<file path="config.mk">
export PLATFORM = sky130hd
export DESIGN_NAME = apb_arbiter
export DESIGN_NICKNAME = d
export VERILOG_FILES = /design/src/rtl/apb_arbiter.sv
export SDC_FILE = /design/constraint.sdc
export NUM_CORES = 1
export LEC_CHECK = 0
export BUFFER_PORTS_ARGS = -buffer_cell sky130_fd_sc_hd__buf_2
export CAP_MARGIN = 20
export CORE_MARGIN = 8
export CORE_UTILIZATION = 43
export DETAILED_ROUTE_END_ITERATION = 16
export GPL_ROUTABILITY_DRIVEN = 0
export HOLD_SLACK_MARGIN = 0.05
export PLACE_DENSITY_LB_ADDON = 0.12
export SKIP_LAST_GASP = 1
export SLEW_MARGIN = 30
export SYNTH_ARGS = -nofsm -noshare
export SYNTH_HDL_FRONTEND = slang
export SYNTH_SLANG_ARGS = --single-unit
</file>
<file path="constraint.sdc">
create_clock -name pclk -period 1.6 [get_ports pclk]
set_clock_uncertainty 0.05 [all_clocks]
set_input_delay 0.08 -clock pclk [delete_from_list [all_inputs] [get_ports pclk]]
set_output_delay 0.08 -clock pclk [all_outputs]
set_load 0.05 [all_outputs]
</file>
<file path="src/rtl/apb_arbiter.sv">
// Two-requester APB master with round-robin arbitration and a wait-state timeout.
// Every output is a register; the FSM next-state logic computes each register's next value.
module apb_arbiter #(
    parameter int ADDR_W  = 8,
    parameter int DATA_W  = 8,
    parameter int TIMEOUT = 16
) (
    input  logic              pclk,
    input  logic              prstn,
    input  logic              req0,
    input  logic              req1,
    input  logic              write0,
    input  logic              write1,
    input  logic [ADDR_W-1:0] addr0,
    input  logic [ADDR_W-1:0] addr1,
    input  logic [DATA_W-1:0] wdata0,
    input  logic [DATA_W-1:0] wdata1,
    output logic              gnt0,
    output logic              gnt1,
    output logic              done0,
    output logic              done1,
    output logic [DATA_W-1:0] rdata,
    output logic              err,
    output logic [ADDR_W-1:0] paddr,
    output logic [DATA_W-1:0] pwdata,
    output logic              pwrite,
    output logic              psel,
    output logic              penable,
    input  logic              pready,
    input  logic              pslverr,
    input  logic [DATA_W-1:0] prdata
);

    typedef enum logic [1:0] {
        IDLE   = 2'd0,
        SETUP  = 2'd1,
        ACCESS = 2'd2
    } state_t;

    localparam logic [7:0] LAST = 8'(TIMEOUT - 1);

    state_t            state, state_n;
    logic              prio, prio_n;
    logic [7:0]        cnt, cnt_n;
    logic [ADDR_W-1:0] paddr_n;
    logic [DATA_W-1:0] pwdata_n, rdata_n;
    logic              pwrite_n, psel_n, penable_n;
    logic              gnt0_n, gnt1_n, done0_n, done1_n, err_n;
    logic              el0, el1, pick1;

    // A requester whose done is still high is finishing its handshake.
    assign el0   = req0 & ~done0;
    assign el1   = req1 & ~done1;
    assign pick1 = el1 & (~el0 | prio);

    always_comb begin
        state_n   = state;
        prio_n    = prio;
        cnt_n     = cnt;
        paddr_n   = paddr;
        pwdata_n  = pwdata;
        pwrite_n  = pwrite;
        psel_n    = psel;
        penable_n = penable;
        gnt0_n    = gnt0;
        gnt1_n    = gnt1;
        done0_n   = 1'b0;
        done1_n   = 1'b0;
        rdata_n   = rdata;
        err_n     = err;
        unique case (state)
            IDLE: begin
                if (el0 | el1) begin
                    state_n   = SETUP;
                    prio_n    = ~pick1;
                    psel_n    = 1'b1;
                    penable_n = 1'b0;
                    gnt0_n    = ~pick1;
                    gnt1_n    = pick1;
                    paddr_n   = pick1 ? addr1 : addr0;
                    pwrite_n  = pick1 ? write1 : write0;
                    if (pick1)
                        pwdata_n = write1 ? wdata1 : '0;
                    else
                        pwdata_n = write0 ? wdata0 : '0;
                end
            end
            SETUP: begin
                state_n   = ACCESS;
                penable_n = 1'b1;
                cnt_n     = '0;
            end
            ACCESS: begin
                if (pready || cnt == LAST) begin
                    state_n   = IDLE;
                    psel_n    = 1'b0;
                    penable_n = 1'b0;
                    gnt0_n    = 1'b0;
                    gnt1_n    = 1'b0;
                    done0_n   = gnt0;
                    done1_n   = gnt1;
                    err_n     = pready ? pslverr : 1'b1;
                    if (pready && !pwrite)
                        rdata_n = prdata;
                end else begin
                    cnt_n = cnt + 8'd1;
                end
            end
            default: state_n = IDLE;
        endcase
    end

    always_ff @(posedge pclk or negedge prstn) begin
        if (!prstn) begin
            state   <= IDLE;
            prio    <= 1'b0;
            cnt     <= '0;
            paddr   <= '0;
            pwdata  <= '0;
            pwrite  <= 1'b0;
            psel    <= 1'b0;
            penable <= 1'b0;
            gnt0    <= 1'b0;
            gnt1    <= 1'b0;
            done0   <= 1'b0;
            done1   <= 1'b0;
            rdata   <= '0;
            err     <= 1'b0;
        end else begin
            state   <= state_n;
            prio    <= prio_n;
            cnt     <= cnt_n;
            paddr   <= paddr_n;
            pwdata  <= pwdata_n;
            pwrite  <= pwrite_n;
            psel    <= psel_n;
            penable <= penable_n;
            gnt0    <= gnt0_n;
            gnt1    <= gnt1_n;
            done0   <= done0_n;
            done1   <= done1_n;
            rdata   <= rdata_n;
            err     <= err_n;
        end
    end

endmodule

</file>
==> results.toml, run 1 <==
[cts]
htree_num_levels = 2
clk_path_buf_depth = 2
cts_sinks = 43
numCtsBuffers = 5
insertion_delay_ns = 0.29
clk_pin_slew_ns = 0.08
cts_tree = "built"
root_buffer = "clkbuf_8"

[setup_path]
critPathArrivalTime_ns = 1.81
critPathMaxFanout = 3
path_class = "register to register"
cp_num_buf_inv = 0
endpoint_kind = "register"
crit_slowest_cell = "or4_4"
cp-start-kind = "register"
path_cells = "or4_4, o21a_1, and3_1, a211o_1"
max_stage_delay_ns = 0.55
critical_path.top_delay_family = "simple AND/OR/NAND/NOR gates"
critPathRequiredTime_ns = 1.74

[floorplan]
die_area_um2 = 6860
core.rowCount = 24
io_pins = 80
core_um2 = 4320
fp.dieH_um = 82.8
start_util = 0.444
die_w_um = 82.8

[outcome]
status = "finished with violations"
violations = "setup timing"

[grt]
antenna_found_initial = 0
grt_use_total = 0.167
gr-total-overflow = 0
grt_max_degree = 30
grt_pass1_wl_um = 9600
grt_pass1_vias = 2068

[finish]
nets = 377
syn_to_final_growth_pct = 63.9
post-route-util = 0.727
filler_cell_count = 323
drive_gt1_frac = 0.395

[drt]
met1Wirelength_um = 2320
drt_iter0_markers = 51
wire_per_inst_um = 15.6
dr.max_layer_used = "met4"
num_vias = 1950
drc = 0
wl_um = 5970
met2_length_um = 3160
route.met3.wl_um = 379
antenna_left = 0
first_pass_iters = 4
via_per_inst = 5.10

[timing]
worst_slack_ns = -0.0761
rsz0062_at_grt = "true"
tightest_slew_ns = 0.453
fin_crit_sh = 1.05
slew_violations = 0
fin_crit_ns = 1.68
hold_violations = 0
setup_viol = 5
max_freq_mhz = 597
max_slew_margin = 0.698

[placement]
place_hpwl_um = 3730
port_buffers = 79
place_worst_setup_slack_ns = -0.0888

[synth]
yosys_register_bits = 43
yosysSeqAreaShare = 0.561
ys.flop_type = "dfrtp_1"
synth.avg_cell_area_um2 = 10.0
netlist_area_um2 = 1920
synthCells = 192
syn_nets = 241
yosys.area.top_type_share = 0.561
yosys_warnings = 0
synth_cell_types = 35
synth_top_area_cell = "dfrtp_1"
synthTopCellsByArea = "dfrtp_1 56%, a31oi_1 5.5%, nand2_1 4.9%, mux2_2 4.7%, nor2_1 4.1%"
synth_edf_count = 0
async_reset_ff_frac = 1.00

[worst_hold_path]
hold_path.class = "input pin to register"

[power]
cellPowerDensity_nw_per_um2 = 1970
leakage_nw = 1.52
ir_worst_vdd_uv = 1200

[job]
cap_violations = 0
==> cell families (layout without fill, tap and decap cells) <==
group,count (synthesis),in the layout,share of synthesized area
compound gates,45,45,0.154
fa+ha+maj,1,1,0.00652
mux,8,8,0.0469
simple gates,80,80,0.197
flops,43,43,0.561
buf+inv,14,151,0.0300
xor+xnor,1,1,0.00456
other cells,0,1,0
==> final timing paths <==
check / start / to / slack (ns) / depth (start not counted)
worst max-delay path: cnt[6] / cnt[6] / -0.08 / 4
max in group asynchronous: prstn / pwdata[0] / 0.81 / 3
worst min-delay path: wdata1[1] / pwdata[1] / 0.06 / 3
worst min register to register: rdata[4] / rdata[4] / 0.45 / 1
min in group asynchronous: prstn / cnt[4] / 0.21 / 2
worst max register to register: cnt[6] / cnt[6] / -0.08 / 4
==> sequential cells by signal, indices dropped and copies added (netlist names) <==
register / flops
cnt: 8
done0: 1
done1: 1
err: 1
gnt0: 1
gnt1: 1
paddr: 8
penable: 1
prio: 1
psel: 1
pwdata: 8
pwrite: 1
rdata: 8
state: 2
==> cell usage in the layout (no fill, tap or decap), drive strengths merged <==
| cell type | synthesis | routed |
|---|---|---|
| nor2b | 3 | 3 |
| and3 | 3 | 3 |
| o22ai | 2 | 2 |
| nand2b | 5 | 5 |
| diode | 0 | 1 |
| dfrtp | 43 | 43 |
| o22a | 1 | 1 |
| o21ai | 5 | 5 |
| and2 | 2 | 2 |
| nor3b | 1 | 1 |
| xor2 | 1 | 1 |
| o31ai | 1 | 1 |
| nor3 | 1 | 1 |
| a211o | 2 | 2 |
| or3 | 1 | 1 |
| o211ai | 2 | 2 |
| clkbuf | 4 | 8 |
| nand2 | 25 | 25 |
| dlygate4sd3 | 0 | 41 |
| o21a | 3 | 3 |
| or4 | 1 | 1 |
| nand4 | 1 | 1 |
| a31oi | 17 | 17 |
| a21o | 1 | 1 |
| a21oi | 10 | 10 |
| buf | 5 | 95 |
| ha | 1 | 1 |
| nor2 | 23 | 23 |
| o221ai | 1 | 1 |
| bufinv | 0 | 2 |
| inv | 5 | 5 |
| mux2 | 8 | 8 |
| nand3 | 14 | 14 |
==> cell usage after synthesis, drive strengths merged, types with 2 or more instances <==
cell type / n
and3: 3
o22ai: 2
and2: 2
a31oi: 17
clkbuf: 4
nor2: 23
nand3: 14
mux2: 8
inv: 5
a21oi: 10
nand2b: 5
nand2: 25
nor2b: 3
o21ai: 5
buf: 5
a211o: 2
o21a: 3
o211ai: 2
dfrtp: 43
==> cell type report <==
cell class | count | area (um^2) | area share
repair buffers | 138 | 1030 | 0.327
clock buffers | 6 | 72.6 | 0.0231
flip-flops and latches | 43 | 1080 | 0.343
diodes | 1 | 2.50 | 0.000796
clock inverters | 2 | 60.1 | 0.0191
multi-input cells | 135 | 817 | 0.260
inverters | 5 | 18.8 | 0.00597
well taps | 52 | 65.1 | 0.0207
==> through the flow <==
step / setup TNS (ns) / instances / power (mW) / hold slack, ns / cell area (um^2)
floorplan: -0.0954 / 192 / 4.09 / -0.266 / 1950
global placement: -0.0677 / 328 / 4.92 / 0.00549 / 2510
detailed placement: -0.128 / 328 / 4.95 / 0.00348 / 2510
CTS: -0.165 / 378 / 6.03 / 0.0510 / 3060
global route: -0.512 / 381 / 6.58 / 0.0798 / 3140
finish: -0.217 / 382 / 6.21 / 0.0602 / 3150
==> what timing repair did <==
action	CTS	global route
pin swaps	3	7
setup endpoints to repair	3	17
resized for setup	1	8
hold endpoints to repair	68	0
cloned	0	2
buffers inserted	1	1
hold buffers	41	0
==> worst register-to-register path, stage by stage, from the launching register on <==
cell,delay (ns)
dfrtp_1,0.39
or4_4,0.55
o21a_1,0.22
and3_1,0.15
a211o_1,0.21
==> layer usage <==
layer  up-vias  track usage
met5         -            0
met4         0       0.0607
met3        12       0.0566
met2        69        0.291
met1       922        0.181
li1        947            -
==> power breakdown <==
group	leakage, nW	switching, mW	internal (mW)
clock network	0.0654	0.365	0.624
registers	0.519	0.276	1.54
logic	0.940	2.29	1.11
Note: power is estimated with default switching activity, not from simulation.
==> run 2, diff against run 1 <==
CORE_UTILIZATION = 40   (was 43)
==> run 2 against run 1 <==
  * The flow still finishes with violations (setup timing)
  * Wire length fell by 8.1%
  * Non-clock buffer count fell by 5
  * Clock power is 31% lower
  * Core utilization decreased by 8.5 points
  * Flip-flop and latch count did not move
  * Critical path depth unchanged
  * Via count shrank 1.7%
  * Sequential power hardly changed
  * First-iteration DRC count increased by 2.0%
  * Clock-buffer cell count is 1 lower
  * Critical endpoint unchanged
==> results.toml, run 2 (synthesis results as in run 1) <==
[grt]
gr-total-overflow = 0
antenna_found_initial = 2
grt_max_degree = 30
grt_use_total = 0.157
grt_pass1_vias = 2030
grt_pass1_wl_um = 9290

[floorplan]
fp.dieH_um = 85.3
die_w_um = 85.3
core_um2 = 4660
io_pins = 80
start_util = 0.412
die_area_um2 = 7270
core.rowCount = 25

[setup_path]
critPathRequiredTime_ns = 1.73
r2r-start = "cnt[6]"
cp_num_buf_inv = 0
max_stage_delay_ns = 0.55
critPathArrivalTime_ns = 1.79
startpoint = "cnt[6]"
critical_path.top_delay_family = "simple AND/OR/NAND/NOR gates"
cp-start-kind = "register"
setup.worst_path.end = "cnt[6]"
path_class = "register to register"
path_cells = "or4_4, o21a_1, and3_1, a211o_1"
crit_slowest_cell = "or4_4"
critPathMaxFanout = 3
endpoint_kind = "register"
r2r_cells = 4
reg2reg_slack_ns = -0.06
timing.rr.end = "cnt[6]"
cp.depth = 4

[outcome]
violations = "setup timing"
status = "finished with violations"

[power]
intPower_mw = 2.80
p_seq_frac = 0.318
cellPowerDensity_nw_per_um2 = 1890
leakage_nw = 1.46
switching_share = 0.506
p_clk_frac = 0.120
ir_worst_vdd_uv = 1280
p_sw_mw = 2.87
combPwrFrac = 0.562

[timing]
max_freq_mhz = 601
max_slew_margin = 0.647
tns_ns = -0.0659
slew_violations = 0
fin_crit_ns = 1.66
hold_violations = 0
worst_slack_ns = -0.0649
fin_crit_sh = 1.04
holdWs_ns = 0.0561
rsz0062_at_grt = "true"
setup_viol = 2
tightest_slew_ns = 0.529

[cts]
clk_pin_slew_ns = 0.08
numCtsBuffers = 5
cts_tree = "built"
insertion_delay_ns = 0.29
cts_sinks = 43
htree_num_levels = 2
root_buffer = "clkbuf_8"
clk_path_buf_depth = 2

[drt]
first_pass_iters = 4
antenna_left = 0
wl_um = 5490
drc = 0
num_vias = 1916
via_per_inst = 5.04
wire_per_inst_um = 14.4
drt_iter0_markers = 52

[worst_hold_path]
hold_path.class = "input pin to register"

[finish]
layout_commonest_cell = "buf_2"
final_cell_mix = "79 x buf_2, 40 x dfrtp_1, 35 x dlygate4sd3_1"
syn_to_final_growth_pct = 56.1
nets = 372
drive_gt1_frac = 0.398
filler_cell_count = 389

[placement]
place_worst_setup_slack_ns = -0.0923
port_buffers = 79
place_hpwl_um = 3760

[job]
cap_violations = 0
==> run 2: changes by cell type in the layout (fill, tap and decap cells not counted), moves of 2 or more <==
| cell | delta |
|---|---|
| clkinvlp_4 | +2 |
| nor2_2 | -2 |
| buf_4 | +5 |
| nor2_1 | +2 |
| clkbuf_16 | -2 |
| dlygate4sd3_1 | -6 |
| bufinv_16 | -2 |
==> run 2: worst min path at each step <==
stage	startpoint	end	slack, ns	depth (start not counted)
after floorplan	prstn	cnt[0]	-0.27	0
after global placement	prstn	cnt[5]	0.04	1
after global routing	write1	pwrite	0.06	3
after CTS	write1	pwrite	0.05	3
final	wdata1[4]	pwdata[4]	0.06	3
after detailed placement	prstn	cnt[5]	0.04	1
==> run 2: tightest hold or removal path, cell delays in order <==
cell and delay [ns]:
buf_2 0.08, a31oi_1 0.07, a21oi_1 0.13
==> run 2: routing by layer <==
layer,global-route usage,part of all wire,up-vias,wire length [um]
met5,0,0,-,0
li1,-,-,939,-
met3,0.0473,0.054,12,298
met4,0.0605,0.022,0,119
met1,0.169,0.41,905,2230
met2,0.280,0.52,60,2840
==> run 2: final cells by class <==
class                           instances  area [um^2]  area share
Timing Repair Buffer                  133          926       0.309
Clock buffer                            5         68.8      0.0230
Inverter                                5         18.8     0.00627
Tap cell                               54         67.6      0.0226
Antenna cell                            2         5.00     0.00167
Sequential cell                        43         1080       0.360
Multi-Input combinational cell        135          810       0.270
Clock inverter                          3         20.0     0.00668
==> run 2: stage by stage <==
step	cell area, um^2	std cells	utilization	power [mW]
floorplan	1950	192	-	4.09
global placement	2510	331	0.538	4.90
detailed placement	2510	331	0.538	4.91
CTS	2960	376	0.636	5.68
global route	3000	380	0.643	6.05
finish	3000	380	0.643	5.68
==> run 2: timing repair <==
| action | 4_1_cts | 5_1_grt |
|---|---|---|
| endpoints found under the hold margin | 46 | 0 |
| pin swaps | 4 | 5 |
| endpoints found under the setup margin | 11 | 6 |
| setup buffers | 2 | 2 |
| hold buffers | 35 | 0 |
| gates resized for setup | 2 | 3 |
==> run 2: power groups by stage <==
stage | Combinational (mW) | Sequential (mW) | Clock [mW]
after floorplan | 0.945 | 3.14 | 0
after global placement | 3.09 | 1.81 | 0
after detailed placement | 3.09 | 1.82 | 0
after CTS | 3.17 | 1.80 | 0.702
after global routing | 3.43 | 1.87 | 0.755
final | 3.19 | 1.81 | 0.679
==> run 3, diff against run 2 <==
CORE_UTILIZATION = 34   (was 40)
==> run 3 against run 2 <==
  * The run still ends with setup timing left
  * Critical path depth is the same
  * Global-route usage fell by 1.8 points
  * Total power decreased by 0.51%
  * Register-to-register slack worse by 0.02 ns
  * Core utilization decreased by 9.6 points
  * Combinational power is essentially flat
  * Non-clock buffer count increased by 1
  * Clock-buffer cell count increased by 1
  * Fmax decreased by 1.0%
  * Die area up 14%
  * Critical path type unchanged
==> results.toml, run 3 (synthesis results as in run 1) <==
[cts]
cts_sinks = 43
clk_pin_slew_ns = 0.09
root_buffer = "clkbuf_8"
htree_num_levels = 2
cts_setup_buffers = 0
insertion_delay_ns = 0.30
cts_tree = "built"
clk_path_buf_depth = 2
numCtsBuffers = 5

[setup_path]
cp-start-kind = "register"
cp_num_buf_inv = 0
startpoint = "cnt[4]"
r2r-start = "cnt[4]"
endpoint_kind = "register"
critPathRequiredTime_ns = 1.74
critical_path.top_delay_family = "simple AND/OR/NAND/NOR gates"
path_cells = "or4_4, o21a_1, and3_1, a211o_1"
max_stage_delay_ns = 0.56
critPathArrivalTime_ns = 1.82
critPathMaxFanout = 3
path_class = "register to register"
reg2reg_slack_ns = -0.08
crit_slowest_cell = "or4_4"

[power]
cellPowerDensity_nw_per_um2 = 1890
leakage_nw = 1.46
combPwrFrac = 0.562
switching_share = 0.507
p_seq_frac = 0.317
p_sw_mw = 2.87
ir_worst_vdd_uv = 797
p_clk_frac = 0.121
intPower_mw = 2.78

[timing]
setup_viol = 4
slew_violations = 0
max_slew_margin = 0.635
tightest_slew_ns = 0.547
fin_crit_sh = 1.05
hold_violations = 0
worst_slack_ns = -0.0817
fin_crit_ns = 1.68
rsz0062_at_grt = "true"
max_freq_mhz = 595

[drt]
drt_iter0_markers = 24
num_vias = 1844
antenna_left = 0
drc = 0
wire_per_inst_um = 14.1
first_pass_iters = 4
via_per_inst = 4.63
wl_um = 5600

[floorplan]
io_pins = 80
core.rowCount = 27
core_um2 = 5470
die_w_um = 91.1
fp.dieH_um = 91.1
start_util = 0.351
die_area_um2 = 8310

[finish]
post-route-util = 0.547
final_cell_mix = "79 x buf_2, 41 x dfrtp_1, 38 x dlygate4sd3_1"
final_area_um2 = 2990
drive_gt1_frac = 0.385
nets = 373
syn_to_final_growth_pct = 55.9
layout_commonest_cell = "buf_2"

[grt]
gr-total-overflow = 0
grt_pass1_vias = 1970
grt_max_degree = 44
grt_pass1_wl_um = 9470
grt_use_total = 0.139
antenna_found_initial = 1

[placement]
placed_cell_area_um2 = 2520
place_hpwl_um = 3850
place_worst_setup_slack_ns = -0.0931
port_buffers = 79

[outcome]
violations = "setup timing"
status = "finished with violations"

[worst_hold_path]
hold_path.class = "input pin to register"
hp-start = "wdata1[6]"

[job]
cap_violations = 0
==> run 3: power groups by stage <==
stage / sequential, mW / combinational [mW] / clock, mW
finish: 1.79 / 3.17 / 0.686
global route: 1.86 / 3.40 / 0.758
CTS: 1.80 / 3.20 / 0.714
detailed placement: 1.81 / 3.13 / 0
global placement: 1.80 / 3.12 / 0
floorplan: 3.14 / 0.945 / 0
==> run 3: timing repair <==
action                     in CTS  in global routing
pin swaps                       3                  2
gates resized for setup         1                  2
hold buffers                   38                  0
hold endpoints to repair       68                  0
setup endpoints to repair       5                 13
==> run 3: cell type report <==
| cell class | count | area (um^2) |
|---|---|---|
| fill | 522 | 2480 |
| multi-input combinational | 135 | 801 |
| clock buffer | 6 | 72.6 |
| timing repair buffer | 134 | 916 |
| tap | 72 | 90.1 |
| clock inverter | 2 | 12.5 |
| sequential | 43 | 1080 |
| inverter | 5 | 18.8 |
| antenna | 1 | 2.50 |
==> run 3: path summary, 6_finish.rpt <==
path | endpoint | depth (start not counted)
setup reg to reg | cnt[6] | 4
max in group asynchronous | done0 | 3
hold / removal | pwdata[6] | 3
hold reg to reg | rdata[5] | 1
min in group asynchronous | rdata[0] | 3
setup / recovery | cnt[6] | 4
==> run 3: metal layers <==
layer	part of all wire	track usage	up-vias
met2	0.53	0.245	36
met5	0	0	-
met4	0.011	0.0477	0
li1	-	-	937
met1	0.41	0.154	865
met3	0.047	0.0428	6
==> run 3: worst min-delay path: cells and delay by family <==
family                 cells  cell delay, ns
AO/OA/AOI/OAI              2            0.20
buffers and inverters      1            0.08
==> run 3: metrics by stage <==
stage / power (mW) / setup TNS (ns) / hold WS (ns) / instances
after floorplan: 4.09 / -0.0954 / -0.266 / 192
after global placement: 4.92 / -0.0799 / 0.148 / 351
after detailed placement: 4.94 / -0.175 / 0.145 / 351
after CTS: 5.71 / -0.284 / 0.0504 / 397
after global routing: 6.02 / -0.487 / 0.0584 / 398
final: 5.65 / -0.191 / 0.0577 / 398
